==> src/rtl/mem_dstb.sv <==
// Memory-stage request distributor: one upstream requester fanned out to NUM_SLV
// address-decoded slave channels, with decode-error and timeout responses.
module mem_dstb #(
    parameter int unsigned               NUM_SLV  = 2,
    parameter int unsigned               ADDR_W   = 64,
    parameter int unsigned               DATA_W   = 64,
    parameter logic [NUM_SLV*ADDR_W-1:0] SLV_BASE = {64'h0000_0000_0200_0000, 64'h0000_0000_8000_0000},
    parameter logic [NUM_SLV*ADDR_W-1:0] SLV_MASK = {64'hFFFF_FFFF_FFFF_0000, 64'hFFFF_FFFF_8000_0000},
    parameter int unsigned               TIMEOUT  = 255,
    parameter int unsigned               CNT_W    = 8
) (
    input  logic                      clk,
    input  logic                      rst,
    input  logic                      mem_dstb_valid_i,
    output logic                      mem_dstb_ready_o,
    input  logic                      mem_dstb_req_i,
    input  logic [ADDR_W-1:0]         mem_dstb_addr_i,
    input  logic [DATA_W-1:0]         mem_dstb_data_write_i,
    input  logic [1:0]                mem_dstb_size_i,
    output logic [DATA_W-1:0]         mem_dstb_data_read_o,
    output logic [1:0]                mem_dstb_resp_o,
    output logic                      mem_dstb_skip_o,
    output logic [NUM_SLV-1:0]        mem_dstb_slv_valid_o,
    input  logic [NUM_SLV-1:0]        mem_dstb_slv_ready_i,
    output logic                      mem_dstb_slv_req_o,
    output logic [ADDR_W-1:0]         mem_dstb_slv_addr_o,
    output logic [DATA_W-1:0]         mem_dstb_slv_data_write_o,
    output logic [1:0]                mem_dstb_slv_size_o,
    input  logic [NUM_SLV*DATA_W-1:0] mem_dstb_slv_data_read_i,
    input  logic [NUM_SLV*2-1:0]      mem_dstb_slv_resp_i
);

    localparam int unsigned      IDX_W   = (NUM_SLV > 1) ? $clog2(NUM_SLV) : 1;
    localparam logic [CNT_W-1:0] TO_LAST = CNT_W'((TIMEOUT == 0) ? 0 : TIMEOUT - 1);

    localparam logic [1:0] RESP_OKAY   = 2'b00;
    localparam logic [1:0] RESP_SLVERR = 2'b10;
    localparam logic [1:0] RESP_DECERR = 2'b11;

    typedef enum logic [1:0] {
        S_IDLE = 2'd0,
        S_BUSY = 2'd1,
        S_ERR  = 2'd2,
        S_DONE = 2'd3
    } state_e;

    state_e              state_q;
    logic                ready_q;
    logic                skip_q;
    logic [DATA_W-1:0]   rdata_q;
    logic [1:0]          resp_q;
    logic [NUM_SLV-1:0]  slv_valid_q;
    logic                req_q;
    logic [ADDR_W-1:0]   addr_q;
    logic [DATA_W-1:0]   wdata_q;
    logic [1:0]          size_q;
    logic [IDX_W-1:0]    idx_q;
    logic [CNT_W-1:0]    cnt_q;

    logic                hit_c;
    logic [IDX_W-1:0]    hit_idx_c;
    logic [NUM_SLV-1:0]  onehot_c;
    logic                sel_ready_c;
    logic [DATA_W-1:0]   sel_data_c;
    logic [1:0]          sel_resp_c;

    // Region decode; scanning downward leaves the lowest matching index.
    always_comb begin
        hit_c     = 1'b0;
        hit_idx_c = '0;
        onehot_c  = '0;
        for (int i = NUM_SLV - 1; i >= 0; i--) begin
            if ((mem_dstb_addr_i & SLV_MASK[i*ADDR_W +: ADDR_W]) == SLV_BASE[i*ADDR_W +: ADDR_W]) begin
                hit_c     = 1'b1;
                hit_idx_c = IDX_W'(i);
            end
        end
        onehot_c[hit_idx_c] = hit_c;
    end

    // Response path of the latched slave only.
    always_comb begin
        sel_ready_c = mem_dstb_slv_ready_i[idx_q];
        sel_data_c  = mem_dstb_slv_data_read_i[32'(idx_q)*DATA_W +: DATA_W];
        sel_resp_c  = mem_dstb_slv_resp_i[32'(idx_q)*2 +: 2];
    end

    always_ff @(posedge clk or negedge rst) begin
        if (!rst) begin
            state_q     <= S_IDLE;
            ready_q     <= 1'b0;
            skip_q      <= 1'b0;
            rdata_q     <= '0;
            resp_q      <= '0;
            slv_valid_q <= '0;
            req_q       <= 1'b0;
            addr_q      <= '0;
            wdata_q     <= '0;
            size_q      <= '0;
            idx_q       <= '0;
            cnt_q       <= '0;
        end else begin
            ready_q <= 1'b0;
            skip_q  <= 1'b0;
            case (state_q)
                S_IDLE: begin
                    if (mem_dstb_valid_i) begin
                        req_q   <= mem_dstb_req_i;
                        addr_q  <= mem_dstb_addr_i;
                        wdata_q <= mem_dstb_data_write_i;
                        size_q  <= mem_dstb_size_i;
                        idx_q   <= hit_idx_c;
                        cnt_q   <= '0;
                        if (hit_c) begin
                            slv_valid_q <= onehot_c;
                            state_q     <= S_BUSY;
                        end else begin
                            state_q <= S_ERR;
                        end
                    end
                end
                S_BUSY: begin
                    cnt_q <= cnt_q + CNT_W'(1);
                    if (sel_ready_c) begin
                        rdata_q     <= sel_data_c;
                        resp_q      <= sel_resp_c;
                        slv_valid_q <= '0;
                        ready_q     <= 1'b1;
                        skip_q      <= (idx_q != '0);
                        state_q     <= S_DONE;
                    end else if ((TIMEOUT != 0) && (cnt_q == TO_LAST)) begin
                        rdata_q     <= '0;
                        resp_q      <= RESP_SLVERR;
                        slv_valid_q <= '0;
                        ready_q     <= 1'b1;
                        skip_q      <= (idx_q != '0);
                        state_q     <= S_DONE;
                    end
                end
                S_ERR: begin
                    rdata_q <= '0;
                    resp_q  <= RESP_DECERR;
                    ready_q <= 1'b1;
                    state_q <= S_DONE;
                end
                S_DONE: begin
                    state_q <= S_IDLE;
                end
                default: begin
                    resp_q  <= RESP_OKAY;
                    state_q <= S_IDLE;
                end
            endcase
        end
    end

    assign mem_dstb_ready_o          = ready_q;
    assign mem_dstb_skip_o           = skip_q;
    assign mem_dstb_data_read_o      = rdata_q;
    assign mem_dstb_resp_o           = resp_q;
    assign mem_dstb_slv_valid_o      = slv_valid_q;
    assign mem_dstb_slv_req_o        = req_q;
    assign mem_dstb_slv_addr_o       = addr_q;
    assign mem_dstb_slv_data_write_o = wdata_q;
    assign mem_dstb_slv_size_o       = size_q;

endmodule
==> config.mk <==
export PLATFORM = sky130hd
export DESIGN_NAME = mem_dstb
export DESIGN_NICKNAME = d
export VERILOG_FILES = /design/src/rtl/mem_dstb.sv
export SDC_FILE = /design/constraint.sdc
export NUM_CORES = 1
export LEC_CHECK = 0
export BUFFER_PORTS_ARGS = -buffer_cell sky130_fd_sc_hd__buf_2
export CAP_MARGIN = 20
export CORE_AREA = 8 8 177 179
export DETAILED_ROUTE_END_ITERATION = 10
export DIE_AREA = 0 0 185 187
export GPL_TIMING_DRIVEN = 0
export PLACE_DENSITY = 0.56
export REMOVE_ABC_BUFFERS = 1
export SYNTH_ARGS = -nofsm -noshare
export SYNTH_HDL_FRONTEND = slang
export SYNTH_SLANG_ARGS = --single-unit
==> constraint.sdc <==
create_clock -name clk -period 2.7 [get_ports clk]
set_input_delay 0.135 -clock clk [delete_from_list [all_inputs] [get_ports clk]]
set_output_delay 0.135 -clock clk [all_outputs]
set_load 0.005 [all_outputs]
# Word-level counts from Yosys, hierarchy flattened
# Index checks and enable logic that the tools add are counted.
totals:
  out_inout_bits: 201
  in_bits: 268
  ff_bits: 212
  word_cells: 68
op_classes:
  shift: 2
  reduce_logical: 9
  n_lt_le_gt_ge: 3
  n_eq_ne: 9
  bitwise_logic: 1
  n_addsub: 1
  mux: 31
ops:
  columns: ["op", "count"]
  rows:
  - ["64-bit 2-to-1 mux", 2]
  - ["64-bit one-hot mux with 2 select lines", 1]
  - ["128-bit by 8-bit variable part select with 64-bit output", 1]
  - ["48-bit by 10-bit == test with 1-bit output, second input constant", 1]
  - ["33-bit by 1-bit == test with 1-bit output, second input constant", 1]
  - ["2-bit 2-to-1 mux", 10]
  - ["8-bit one-hot mux with 2 select lines", 1]
  - ["1-bit 2-to-1 mux", 11]
  - ["8-bit by 1-bit adder with 8-bit output, second input constant", 1]
  - ["8-bit == test, second input constant", 1]
  - ["8-bit 2-to-1 mux", 1]
  - ["2-bit one-hot mux with 2 select lines", 2]
  - ["2-bit one-hot mux with 4 select lines", 1]
  - ["2-bit AND reduction", 4]
  - ["2-bit == test, second input constant", 2]
  - ["1-bit by 2-bit < comparator with 1-bit output, second input constant", 2]
  - ["2-bit inequality test, second input constant", 2]
  - ["4-bit AND reduction", 1]
  - ["2-bit nonzero test", 2]
  - ["4-bit by 3-bit variable part select with 2-bit output", 1]
  - ["3-bit inequality test, second input constant", 1]
  - ["2-bit bitwise AND", 1]
  - ["2-bit by 1-bit == test with 1-bit output, second input constant", 1]
  - ["2-bit zero test", 1]
  - ["other kinds (4)", 4]

# Logic depth before layout (Yosys ltp)
depth:
  depth_word: 11
  mapped_depth: 9
  depth_no_buf: 7

# Worst setup path before layout
# Ideal clock, no wire load.
synth_timing:
  path_kind: "register to register"
  startpoint: "register state_q[0]"
  endpoint: "register addr_q[17] (netlist: mem_dstb_slv_addr_o[17])"
  required_time_ns: 2.575
  slack_ns: 0.845
  n_path_buf: 2
  t_arrival_ns: 1.731
  path_stages_with_launch: 7
  cell_sequence: "dfrtp_1 > inv_1 > ha_1 > nand2_1 > clkbuf_1 > buf_2 > mux2_2"
synth_via:
  elab_chain_len: 2
synth_rtl:
  columns: ["element", "line", "text"]
  rows:
  - ["start, declared", "47", "state_e state_q;"]
  - ["start signal, assigned", "90", "state_q <= S_IDLE;"]
  - ["start signal, assigned", "116", "state_q <= S_BUSY;"]
  - ["start signal, assigned", "118", "state_q <= S_ERR;"]
  - ["2-bit zero test", "105", "case (state_q)"]
  - ["2-bit AND reduction (no line)", null, null]
  - ["end signal, assigned", "109", "addr_q <= mem_dstb_addr_i;"]
  - ["end, declared", "54", "logic [ADDR_W-1:0] addr_q;"]
# No other way between the ends.
# A chain may end at the register's enable or synchronous reset.

# Worst setup path after layout
layout_timing:
  startpoint: "register idx_q"
  endpoint: "register rdata_q[61] (netlist: mem_dstb_data_read_o[61])"
layout_via:
  elab_chain_len: 4
  word_cells_on_any_way: 7
layout_rtl:
  columns: ["element", "line", "text"]
  rows:
  - ["start, declared", "57", "logic [IDX_W-1:0] idx_q;"]
  - ["start signal, assigned", "112", "idx_q <= hit_idx_c;"]
  - ["branches (longest 4 deep; another with 128-bit by 8-bit variable part select with 64-bit output)", null, null]
  - ["end signal, assigned", "125", "rdata_q <= sel_data_c;"]
  - ["end, declared", "50", "logic [DATA_W-1:0] rdata_q;"]
# Several ways; the timed one is not identified. The select of a mux whose other input is x is not followed.

==> impl_metrics.yaml <==
synthesis:
  async_reset_ff_frac: 1.00
  yosys_most_used_dff: "dfrtp_1"
  synth_seq_area_share: 0.592
  avgSynthCellArea_sq_um: 13.4
  yosysTopAreaCell: "dfrtp_1"
  yosys.cell_count.top_type: "dfrtp_1"
  synth_edf_count: 0
  yosysUniqueCellTypes: 40
  synthCells: 668
  synth_area_sq_um: 8960
  ys_ff_latch: 212
  synth_common_cells: "dfrtp_1, mux2_2, nand2_1"
  synthTopCellsByArea: "dfrtp_1, mux2_2, mux2i_1, o31ai_1, nand2_1"
  synth_warnings: 0
  synth.top_cell.area_share: 0.592
routing:
  via_count: 8233
  postRouteAntennaNets: 0
  wl_per_cell_um: 19.8
  route.detailed.drc: 0
  drtPass1Iterations: 4
  drt_iter0_markers: 318
  wl_mm: 35.3
  vias_per_cell: 4.61
critical_path:
  cp-end-kind: "flop"
  cp_max_fo: 42
  reg2reg_setup_slack_ns: 0.14
  reg2reg_from: "idx_q"
  crit_path_start_kind: "flop"
  rr_endpoint: "mem_dstb_data_read_o[61]"
  worst_ep_arrival_time_ns: 2.97
  cp.required_ns: 3.11
  r2r_cells: 8
  critical_path_class: "flop to flop"
place:
  port_buffers: 468
  hpwlAfterDp_mm: 24.5
  post_dp_cell_area_sq_um: 11800
  place_ws_ns: 0.228
  globalplace.congestion: 0.806
min_path:
  hold_path_depth: 3
  hold_end: "mem_dstb_data_read_o[7]"
  hold_start: "mem_dstb_slv_data_read_i[7]"
  min_path_type: "input port to flop"
global_routing:
  grt_max_degree: 115
  grt.total_usage: 0.195
  grt-ovfl-total: 0
  grt_pass1_vias: 9198
  grt_antenna_before_repair: 5
  grt_pass1_wl_mm: 53.4
floorplanning:
  dieArea_sq_um: 34600
  fp.coreArea_sq_um: 28400
  start_util: 0.315
  io_pins: 469
  die_h_um: 187
  dieWidth_um: 185
  fp-row-count: 62
run_status:
  status: "complete, no violations"
finish:
  postLayoutCoreUtil: 0.537
  drive_gt1_frac: 0.469
  nFillCells: 2433
  area_growth_syn_to_layout_pct: 70.3
  stdcell_area_sq_um: 15200
  nets: 1655
clock_network:
  clockBufferDepth: 3
  cts.sinks: 212
  cts_hold_buf: 254
  clk_latency_ns: 0.51
  cts_root_buf: "clkbuf_16"
  h-tree-depth: 1
  cts_tree: "built"
  path_clk_slew_ns: 0.06
  postCtsSetupBuffers: 0
  cts_made_buffers: 26
  cts-resized-gates: 0
pwr:
  p_comb_frac: 0.386
  p_int_w: 0.00995
  vdd_ir_drop_max_mv: 0.646
  p_seq_frac: 0.367
  p_sw_w: 0.00489
  switching_share: 0.330
  p_clk_frac: 0.246
  power.density_nw_per_um2: 973
  p_leak_nw: 7.24
sta:
  fin_skew_ns: 0.00653
  slew_viol_final: 0
  tns_ns: 0
  relSlewSlack: 0.469
  whs_ns: 0.0274
  period_minus_slack_ns: 2.56
  finalHoldViolCount: 0
  rsz0062_at_grt: "no"
  layout_setup_ws_ns: 0.140
  setup_viol_count_final: 0
  fin_crit_sh: 0.948
  fmax_ghz: 0.391
  worst_pin_slew_ns: 0.797
run:
  maxCapViolations: 0
[state kept, by name, indices dropped and copies added, names as in the netlist]
register                   count
mem_dstb_data_read_o          64
mem_dstb_slv_addr_o           64
mem_dstb_slv_data_write_o     64
cnt_q                          8
mem_dstb_resp_o                2
mem_dstb_slv_size_o            2
mem_dstb_slv_valid_o           2
state_q                        2
idx_q                          1
mem_dstb_ready_o               1
mem_dstb_skip_o                1
mem_dstb_slv_req_o             1
[worst max path at each step]
stage                     slack, ns   from                       end
final                          0.14  idx_q  mem_dstb_data_read_o[61]
after detailed placement       0.23  idx_q  mem_dstb_data_read_o[39]
after global routing           0.04  idx_q  mem_dstb_data_read_o[61]
after global placement        -3.33  idx_q        mem_dstb_resp_o[1]
after floorplan               -1.87  idx_q        mem_dstb_resp_o[1]
after CTS                      0.18  idx_q  mem_dstb_data_read_o[62]
[critical path: stages, from the launching register on]
cell      delay (ns)
dfrtp_4         0.72
mux2i_1         0.36
o211ai_2        0.18
o21ai_4         0.27
buf_12          0.27
buf_12          0.21
buf_12          0.22
nand2_1         0.09
o31ai_1         0.08
[power groups by stage]
stage / Sequential (W) / Combinational (W) / Clock [W]
4_1_cts: 0.00541 / 0.00579 / 0.00377
3_3_place_gp: 0.00513 / 0.00502 / 0
2_1_floorplan: 0.00559 / 0.00250 / 0
5_1_grt: 0.00565 / 0.00627 / 0.00389
6_report: 0.00545 / 0.00573 / 0.00365
3_5_place_dp: 0.00543 / 0.00550 / 0
[placed cells by master (no fill, tap or decap), types with 8 or more instances in the layout]
cell,count
nand2_1,73
o21ai_0,9
mux2_2,130
nor4_1,8
mux2i_1,66
buf_2,467
o31ai_1,64
dlygate4sd3_1,254
clkbuf_16,27
dfrtp_1,211
[per-layer routing]
layer  global-route usage  share of wire  wire (um)  up-vias
li1                     -              -          -     3851
met1                0.216           0.37      13200     3948
met2                0.337           0.49      17300      369
met3               0.0684           0.10       3650       65
met4               0.0760          0.033       1160        0
met5                    0              0          0        -
[area by class of cell]
| cell class | count | area, sq um | share of cell area |
|---|---|---|---|
| sequential | 212 | 5310 | 0.348 |
| clock inverter | 6 | 134 | 0.00878 |
| antenna | 5 | 12.5 | 0.000820 |
| inverter | 6 | 22.5 | 0.00148 |
| timing repair buffer | 730 | 5080 | 0.333 |
| clock buffer | 38 | 767 | 0.0503 |
| tap | 384 | 480 | 0.0315 |
| multi-input combinational | 406 | 3450 | 0.226 |
[through the flow]
stage	std cells	power, W
floorplan	624	0.00809
detailed placement	1484	0.0109
CTS	1782	0.0150
finish	1787	0.0148
global route	1787	0.0158
global placement	1476	0.0101
[cells by family (layout without fill, tap and decap cells)]
| group | after synthesis | after routing | synth area share |
|---|---|---|---|
| DFF | 212 | 212 | 0.592 |
| muxes | 196 | 196 | 0.237 |
| and+or+nand+nor | 111 | 111 | 0.0604 |
| AOI/OAI and AO/OA | 91 | 91 | 0.0757 |
| buffers and inverters | 50 | 780 | 0.0244 |
| adders and majority gates | 5 | 5 | 0.00699 |
| xor gates and xnor gates | 3 | 3 | 0.00293 |
| other | 0 | 5 | 0 |
No activity file was read; power rests on OpenSTA's default activity.
